### src/rtl/cordic_vector_iter_if.sv
// Handshake and data bundle for the vectoring CORDIC engine.
// The master side presents (x, y) and consumes the result.
// The slave side is the engine itself.
interface cordic_vector_iter_if #(
    parameter int WIDTH = 32
) ();
    logic                    in_valid;
    logic                    in_ready;
    logic signed [WIDTH-1:0] x_in;
    logic signed [WIDTH-1:0] y_in;
    logic                    out_valid;
    logic                    out_ready;
    logic        [WIDTH+1:0] mag_out;
    logic signed [31:0]      angle_out;

    modport master (
        output in_valid, x_in, y_in, out_ready,
        input  in_ready, out_valid, mag_out, angle_out
    );

    modport slave (
        input  in_valid, x_in, y_in, out_ready,
        output in_ready, out_valid, mag_out, angle_out
    );
endinterface

### src/rtl/cordic_vector_iter.sv
// Iterative vectoring-mode CORDIC engine.
// It rotates (x, y) onto the positive x axis one micro-rotation per cycle.
// When it finishes, x holds K*|v| and z holds atan2(y, x) in Q3.29 radians.
// A single shift/add stage is reused for ITER cycles.
module cordic_vector_iter #(
    parameter int WIDTH = 32,
    parameter int ITER  = 16
) (
    input  logic                 clk,
    input  logic                 rst,
    cordic_vector_iter_if.slave  bus
);
    // Two guard bits let -(-2^(WIDTH-1)) and the K*sqrt(2) growth fit.
    localparam int DW = WIDTH + 2;

    localparam logic [1:0] ST_IDLE = 2'd0;
    localparam logic [1:0] ST_PRE  = 2'd1;
    localparam logic [1:0] ST_ITER = 2'd2;
    localparam logic [1:0] ST_DONE = 2'd3;

    localparam logic [4:0]        LAST_STEP = 5'(ITER - 1);
    localparam logic signed [31:0] PI_Q29   = 32'sd1686629713;

    logic [1:0]           state;
    logic [4:0]           step;
    logic signed [DW-1:0] x;
    logic signed [DW-1:0] y;
    logic signed [31:0]   z;

    logic signed [DW-1:0] x_shift;
    logic signed [DW-1:0] y_shift;
    logic signed [DW-1:0] x_next;
    logic signed [DW-1:0] y_next;
    logic signed [31:0]   atan_step;
    logic signed [31:0]   z_next;

    // round(atan(2^-i) * 2^29) for i = 0..29
    function automatic logic signed [31:0] atan_rom(input logic [4:0] idx);
        case (idx)
            5'd0:    atan_rom = 32'sd421657428;
            5'd1:    atan_rom = 32'sd248918915;
            5'd2:    atan_rom = 32'sd131521918;
            5'd3:    atan_rom = 32'sd66762579;
            5'd4:    atan_rom = 32'sd33510843;
            5'd5:    atan_rom = 32'sd16771758;
            5'd6:    atan_rom = 32'sd8387925;
            5'd7:    atan_rom = 32'sd4194219;
            5'd8:    atan_rom = 32'sd2097141;
            5'd9:    atan_rom = 32'sd1048575;
            5'd10:   atan_rom = 32'sd524288;
            5'd11:   atan_rom = 32'sd262144;
            5'd12:   atan_rom = 32'sd131072;
            5'd13:   atan_rom = 32'sd65536;
            5'd14:   atan_rom = 32'sd32768;
            5'd15:   atan_rom = 32'sd16384;
            5'd16:   atan_rom = 32'sd8192;
            5'd17:   atan_rom = 32'sd4096;
            5'd18:   atan_rom = 32'sd2048;
            5'd19:   atan_rom = 32'sd1024;
            5'd20:   atan_rom = 32'sd512;
            5'd21:   atan_rom = 32'sd256;
            5'd22:   atan_rom = 32'sd128;
            5'd23:   atan_rom = 32'sd64;
            5'd24:   atan_rom = 32'sd32;
            5'd25:   atan_rom = 32'sd16;
            5'd26:   atan_rom = 32'sd8;
            5'd27:   atan_rom = 32'sd4;
            5'd28:   atan_rom = 32'sd2;
            5'd29:   atan_rom = 32'sd1;
            default: atan_rom = 32'sd0;
        endcase
    endfunction

    // One micro-rotation that drives y towards zero; y == 0 counts as non-negative.
    always_comb begin
        x_shift   = x >>> step;
        y_shift   = y >>> step;
        atan_step = atan_rom(step);
        if (!y[DW-1]) begin
            x_next = x + y_shift;
            y_next = y - x_shift;
            z_next = z + atan_step;
        end else begin
            x_next = x - y_shift;
            y_next = y + x_shift;
            z_next = z - atan_step;
        end
    end

    assign bus.in_ready = (state == ST_IDLE);

    // Sequencer: IDLE -> PRE -> ITER -> DONE -> IDLE, with the result registers held in DONE.
    always_ff @(posedge clk or posedge rst) begin
        if (rst) begin
            state         <= ST_IDLE;
            step          <= '0;
            x             <= '0;
            y             <= '0;
            z             <= '0;
            bus.out_valid <= 1'b0;
            bus.mag_out   <= '0;
            bus.angle_out <= '0;
        end else begin
            case (state)
                ST_IDLE: begin
                    if (bus.in_valid) begin
                        x     <= {{2{bus.x_in[WIDTH-1]}}, bus.x_in};
                        y     <= {{2{bus.y_in[WIDTH-1]}}, bus.y_in};
                        state <= ST_PRE;
                    end
                end
                ST_PRE: begin
                    // Fold the left half-plane into the right and preload +-pi.
                    // The sign of the original y selects +pi or -pi.
                    if (x[DW-1]) begin
                        x <= -x;
                        y <= -y;
                        z <= y[DW-1] ? -PI_Q29 : PI_Q29;
                    end else begin
                        z <= '0;
                    end
                    step  <= '0;
                    state <= ST_ITER;
                end
                ST_ITER: begin
                    x <= x_next;
                    y <= y_next;
                    z <= z_next;
                    if (step == LAST_STEP) begin
                        bus.out_valid <= 1'b1;
                        bus.mag_out   <= x_next;
                        bus.angle_out <= z_next;
                        state         <= ST_DONE;
                    end else begin
                        step <= step + 5'd1;
                    end
                end
                ST_DONE: begin
                    if (bus.out_ready) begin
                        bus.out_valid <= 1'b0;
                        state         <= ST_IDLE;
                    end
                end
                default: state <= ST_IDLE;
            endcase
        end
    end
endmodule

### src/flat_wrapper.sv
// flat-port wrapper written by rule: the top's interface ports become plain ports
module cordic_vector_iter_flat 
#(
    parameter int WIDTH = 32,
    parameter int ITER  = 16
)
  (clk, rst, bus_in_valid, bus_x_in, bus_y_in, bus_out_ready, bus_in_ready, bus_out_valid, bus_mag_out, bus_angle_out);
  cordic_vector_iter_if #(.WIDTH(WIDTH)) bus_i ();
  input  logic clk;
  input  logic rst;
  input wire logic [$bits(bus_i.in_valid)-1:0] bus_in_valid;
  input wire logic [$bits(bus_i.x_in)-1:0] bus_x_in;
  input wire logic [$bits(bus_i.y_in)-1:0] bus_y_in;
  input wire logic [$bits(bus_i.out_ready)-1:0] bus_out_ready;
  output wire logic [$bits(bus_i.in_ready)-1:0] bus_in_ready;
  output wire logic [$bits(bus_i.out_valid)-1:0] bus_out_valid;
  output wire logic [$bits(bus_i.mag_out)-1:0] bus_mag_out;
  output wire logic [$bits(bus_i.angle_out)-1:0] bus_angle_out;
  assign bus_i.in_valid = bus_in_valid;
  assign bus_i.x_in = bus_x_in;
  assign bus_i.y_in = bus_y_in;
  assign bus_i.out_ready = bus_out_ready;
  assign bus_in_ready = bus_i.in_ready;
  assign bus_out_valid = bus_i.out_valid;
  assign bus_mag_out = bus_i.mag_out;
  assign bus_angle_out = bus_i.angle_out;
  cordic_vector_iter #(.WIDTH(WIDTH), .ITER(ITER)) u_core (.clk(clk), .rst(rst), .bus(bus_i));
endmodule
### config.mk
export PLATFORM = sky130hd
export DESIGN_NAME = cordic_vector_iter_flat
export DESIGN_NICKNAME = d
export VERILOG_FILES = /design/src/rtl/cordic_vector_iter_if.sv /design/src/rtl/cordic_vector_iter.sv /design/src/flat_wrapper.sv
export SDC_FILE = /design/constraint.sdc
export NUM_CORES = 1
export LEC_CHECK = 0
export ABC_AREA = 0
export BUFFER_PORTS_ARGS = -buffer_cell sky130_fd_sc_hd__buf_2
export CORE_AREA = 2 2 192 194
export DETAILED_ROUTE_END_ITERATION = 6
export DIE_AREA = 0 0 194 196
export PLACE_DENSITY = 0.81
export SLEW_MARGIN = 30
export SYNTH_ARGS = -nofsm -noshare
export SYNTH_HDL_FRONTEND = slang
export SYNTH_SLANG_ARGS = --single-unit
### constraint.sdc
create_clock -name clk -period 8 [get_ports clk]
set_input_delay 0.8 -clock clk [delete_from_list [all_inputs] [get_ports clk]]
set_output_delay 0.8 -clock clk [all_outputs]
set_load 0.02 [all_outputs]
==> metrics.md <==
| Metric | Value |
|---|---|
| Filler cells | `3,157` |
| Arr. time, crit path | `7.77 ns` |
| Sequential-to-total area share from yosys stat | `20.3%` |
| Worst-path clk slew | `0.08 ns` |
| Drt via density | `6.93` |
| Critical Path Source Type | `flop` |
| Relative slew margins | `32.8%` |
| Crit Path Class | `flop to flop` |
| Clk sink count | `174` |
| Min-delay worst type | `primary input to async pin` |
| Multi-input logic area | `16,000 um2` |
| Nets | `2,755` |
| Share of post-route cells with drive strength above 1 | `16.5%` |
| Synth Net Count | `2,771` |
| RR Startpoint | `u_core.step[1]` |
| Die height | `196 um` |
| Gate Count Post-Synth | `2,584` |
| CTS tree | `done` |
| Slack of the worst reg-to-reg path | `0.59 ns` |
| Clock Latency Late Sink | `0.48 ns` |
| Endpoint class of the critical path | `flop` |
| Pre-CTS setup slack | `0.820 ns` |
| Clock skew | `0.0220 ns` |
| Root Driver | `clkbuf_16` |
| Num rows | `70` |
| Routed Antenna Nets | `0` |
| Post-DP Area | `22,100 um2` |
| Final instance area | `22,800 um2` |
| Part of the cycle the worst path needs | `92.6%` |
| Unrepaired setup endpoints after global routing | `no` |
| Async set-reset flop share out of synthesis | `100%` |
| Post-synthesis register bit count | `174` |
| Peak Freq | `135 MHz` |
| Setup crit start | `u_core.step[1]` |
| Top FF cell, synth | `dfrtp_1` |
| Avg WL per Cell | `23.7 um` |
| Post-Route WL | `72.3 mm` |
| Resized Gates After CTS | `0` |
| Worst Path Required | `8.37 ns` |
| Post-route setup TNS | `0 ns` |
| Die extent in x | `194 um` |
| Antenna diodes | `0` |
| Buffer count from post-CTS setup fixing | `0` |
| Crit path time final | `7.41 ns` |
| Synth Warn # | `0` |
| Initial Util | `59.3%` |
| Post-CTS Hold Buffers | `0` |
| Hpwl dp | `54.1 mm` |
| Global-route wire length before repair | `113 mm` |
| Worst slew pin tran | `1.01 ns` |
| Status | `completed` |
| Vias in the first global route | `19,946` |
| H-tree levels | `4` |
| Mapped cell area | `21,400 um2` |
| Reg area | `4370 um2` |
| Gr usage total | `37.7%` |
| Reg2reg end | `u_core.y[32]` |
| # port buffers | `135` |
| Antenna violations before repair | `1` |
| Synth-to-Final Area Change | `6.41%` |
| EDFF count, synth | `0` |
| DRC Markers | `0` |
| TritonCTS buffer count | `17` |
| Max Root-Sink Buffers | `2` |
| Max Cap Viol | `0` |
| Fin. max-slew vios | `0` |
| # IOs | `136` |
| Vias after detailed routing | `21,113` |
| Area of the core | `36,100 um2` |
| Worst reg-to-reg path cell count | `23` |
| Count of cell types in the netlist | `89` |
| Critical Path Sink | `u_core.y[32]` |
| Initial DRC Count | `2,248` |
| GRT Residual Overflow | `0` |
| Syn_area_per_cell | `8.28 um2` |
| GPL Wtd Cong | `0.997` |
| Final hold vios | `0` |
| PnR worst setup slack | `0.592 ns` |
| # setup viols final | `0` |
| Die ar. | `38,000 um2` |
| Crit-path max FO | `56` |
| Largest net degree at the start of global routing | `83` |
| Drt pass-1 iters | `6` |
[flip-flops by register name, summed over array words and instances (netlist names)]
name / count
u_core.bus.angle_out: 32
u_core.bus.mag_out: 34
u_core.bus.out_valid: 1
u_core.state: 2
u_core.step: 5
u_core.x: 34
u_core.y: 34
u_core.z: 32
[layout make-up]
| cell class | count | area share [%] |
|---|---|---|
| clock buffer | 21 | 1.98 |
| clock inverter | 9 | 0.808 |
| inverter | 64 | 1.08 |
| multi-input combinational | 2140 | 70.1 |
| sequential | 174 | 19.2 |
| tap | 468 | 2.57 |
| timing repair buffer | 171 | 4.32 |
[cells in the mapped netlist, types with 62 or more instances]
cell | number | area (um2)
nor3_1 | 72 | 360
nor2_1 | 296 | 1110
inv_1 | 62 | 233
ha_1 | 116 | 1450
mux4_2 | 87 | 1960
a21oi_1 | 205 | 1030
nand2_1 | 206 | 773
dfrtp_1 | 174 | 4350
mux2_2 | 92 | 1040
xnor2_1 | 138 | 1210
xor2_1 | 70 | 613
clkbuf_1 | 131 | 492
o21ai_0 | 172 | 861
[layer usage]
| layer | vias to the layer above | global-route usage [%] | wire (um) |
|---|---|---|---|
| li1 | 9569 | - | - |
| met1 | 10226 | 50.3 | 29600 |
| met2 | 1125 | 59.9 | 32900 |
| met3 | 191 | 5.72 | 6230 |
| met4 | 2 | 18.7 | 3580 |
| met5 | - | 0 | 13 |
[stage by stage]
| step | hold WS, ns | utilization, % | instances |
|---|---|---|---|
| 2_1_floorplan | 0.457 | - | 2584 |
| 3_3_place_gp | 0.459 | 61.3 | 3017 |
| 3_5_place_dp | 0.465 | 61.3 | 3017 |
| 4_1_cts | 0.421 | 63.1 | 3047 |
| 5_1_grt | 0.450 | 63.1 | 3047 |
| 6_report | 0.404 | 63.1 | 3047 |
[critical path, cell delays in order (launching register included)]
cell and delay, ns:
dfrtp_4 0.87, buf_12 0.39, mux4_2 0.56, mux2_2 0.30
a221o_1 0.35, a211oi_1 0.32, and2_1 0.24, nor3b_1 0.51
inv_1 0.14, nor3_1 0.28, a21oi_1 0.12, xor2_1 0.17
ha_1 0.35, a21o_1 0.20, a21oi_1 0.16, o21bai_1 0.10
a21o_1 0.20, a21o_1 0.19, a31oi_1 0.16, o21ai_0 0.18
o41ai_1 0.64, o21ai_0 0.28, a21o_1 0.23, a311o_1 0.30
[worst min path at each step]
stage / from / to / slack (ns)
5_1_grt: rst / u_core.bus.angle_out[4] / 0.45
4_1_cts: rst / u_core.bus.angle_out[4] / 0.42
3_3_place_gp: u_core.bus.mag_out[1] / u_core.bus.mag_out[1] / 0.46
3_5_place_dp: u_core.bus.angle_out[13] / u_core.bus.angle_out[13] / 0.47
2_1_floorplan: u_core.z[29] / u_core.z[29] / 0.46
6_report: rst / u_core.bus.angle_out[4] / 0.40
[layout by cell type, fill, tap and decap left out, types with 22 or more instances in the layout]
master    count
a21oi_1     204
xnor2_1     138
nand2b_1     28
mux2_2       92
a31oi_1      27
o211ai_1     22
o31ai_1      36
buf_2       135
o21ai_0     172
xor2_1       70
inv_1        60
a211oi_1     30
a221oi_1     44
ha_1        114
nor3_1       72
and3_1       26
nand3_1      35
nor2_1      296
mux2i_1      58
nor4_1       22
dfrtp_1     168
mux4_2       87
a21o_1       44
buf_4        33
nand2_1     205
nor2b_1      25
[kinds of logic (layout without fill, tap and decap cells)]
group           count (synthesis)  after routing  share of synthesized area [%]
simple gates                  807            807                           17.6
compound gates                758            758                           23.0
buf+inv                       270            265                           5.37
mux                           247            247                           17.9
xor+xnor                      209            209                           8.62
flops                         174            174                           20.3
fa+ha+maj                     119            119                           7.06
Power is not shown: default switching activity piles up to over one toggle a cycle in this logic, so the estimate is an artifact.
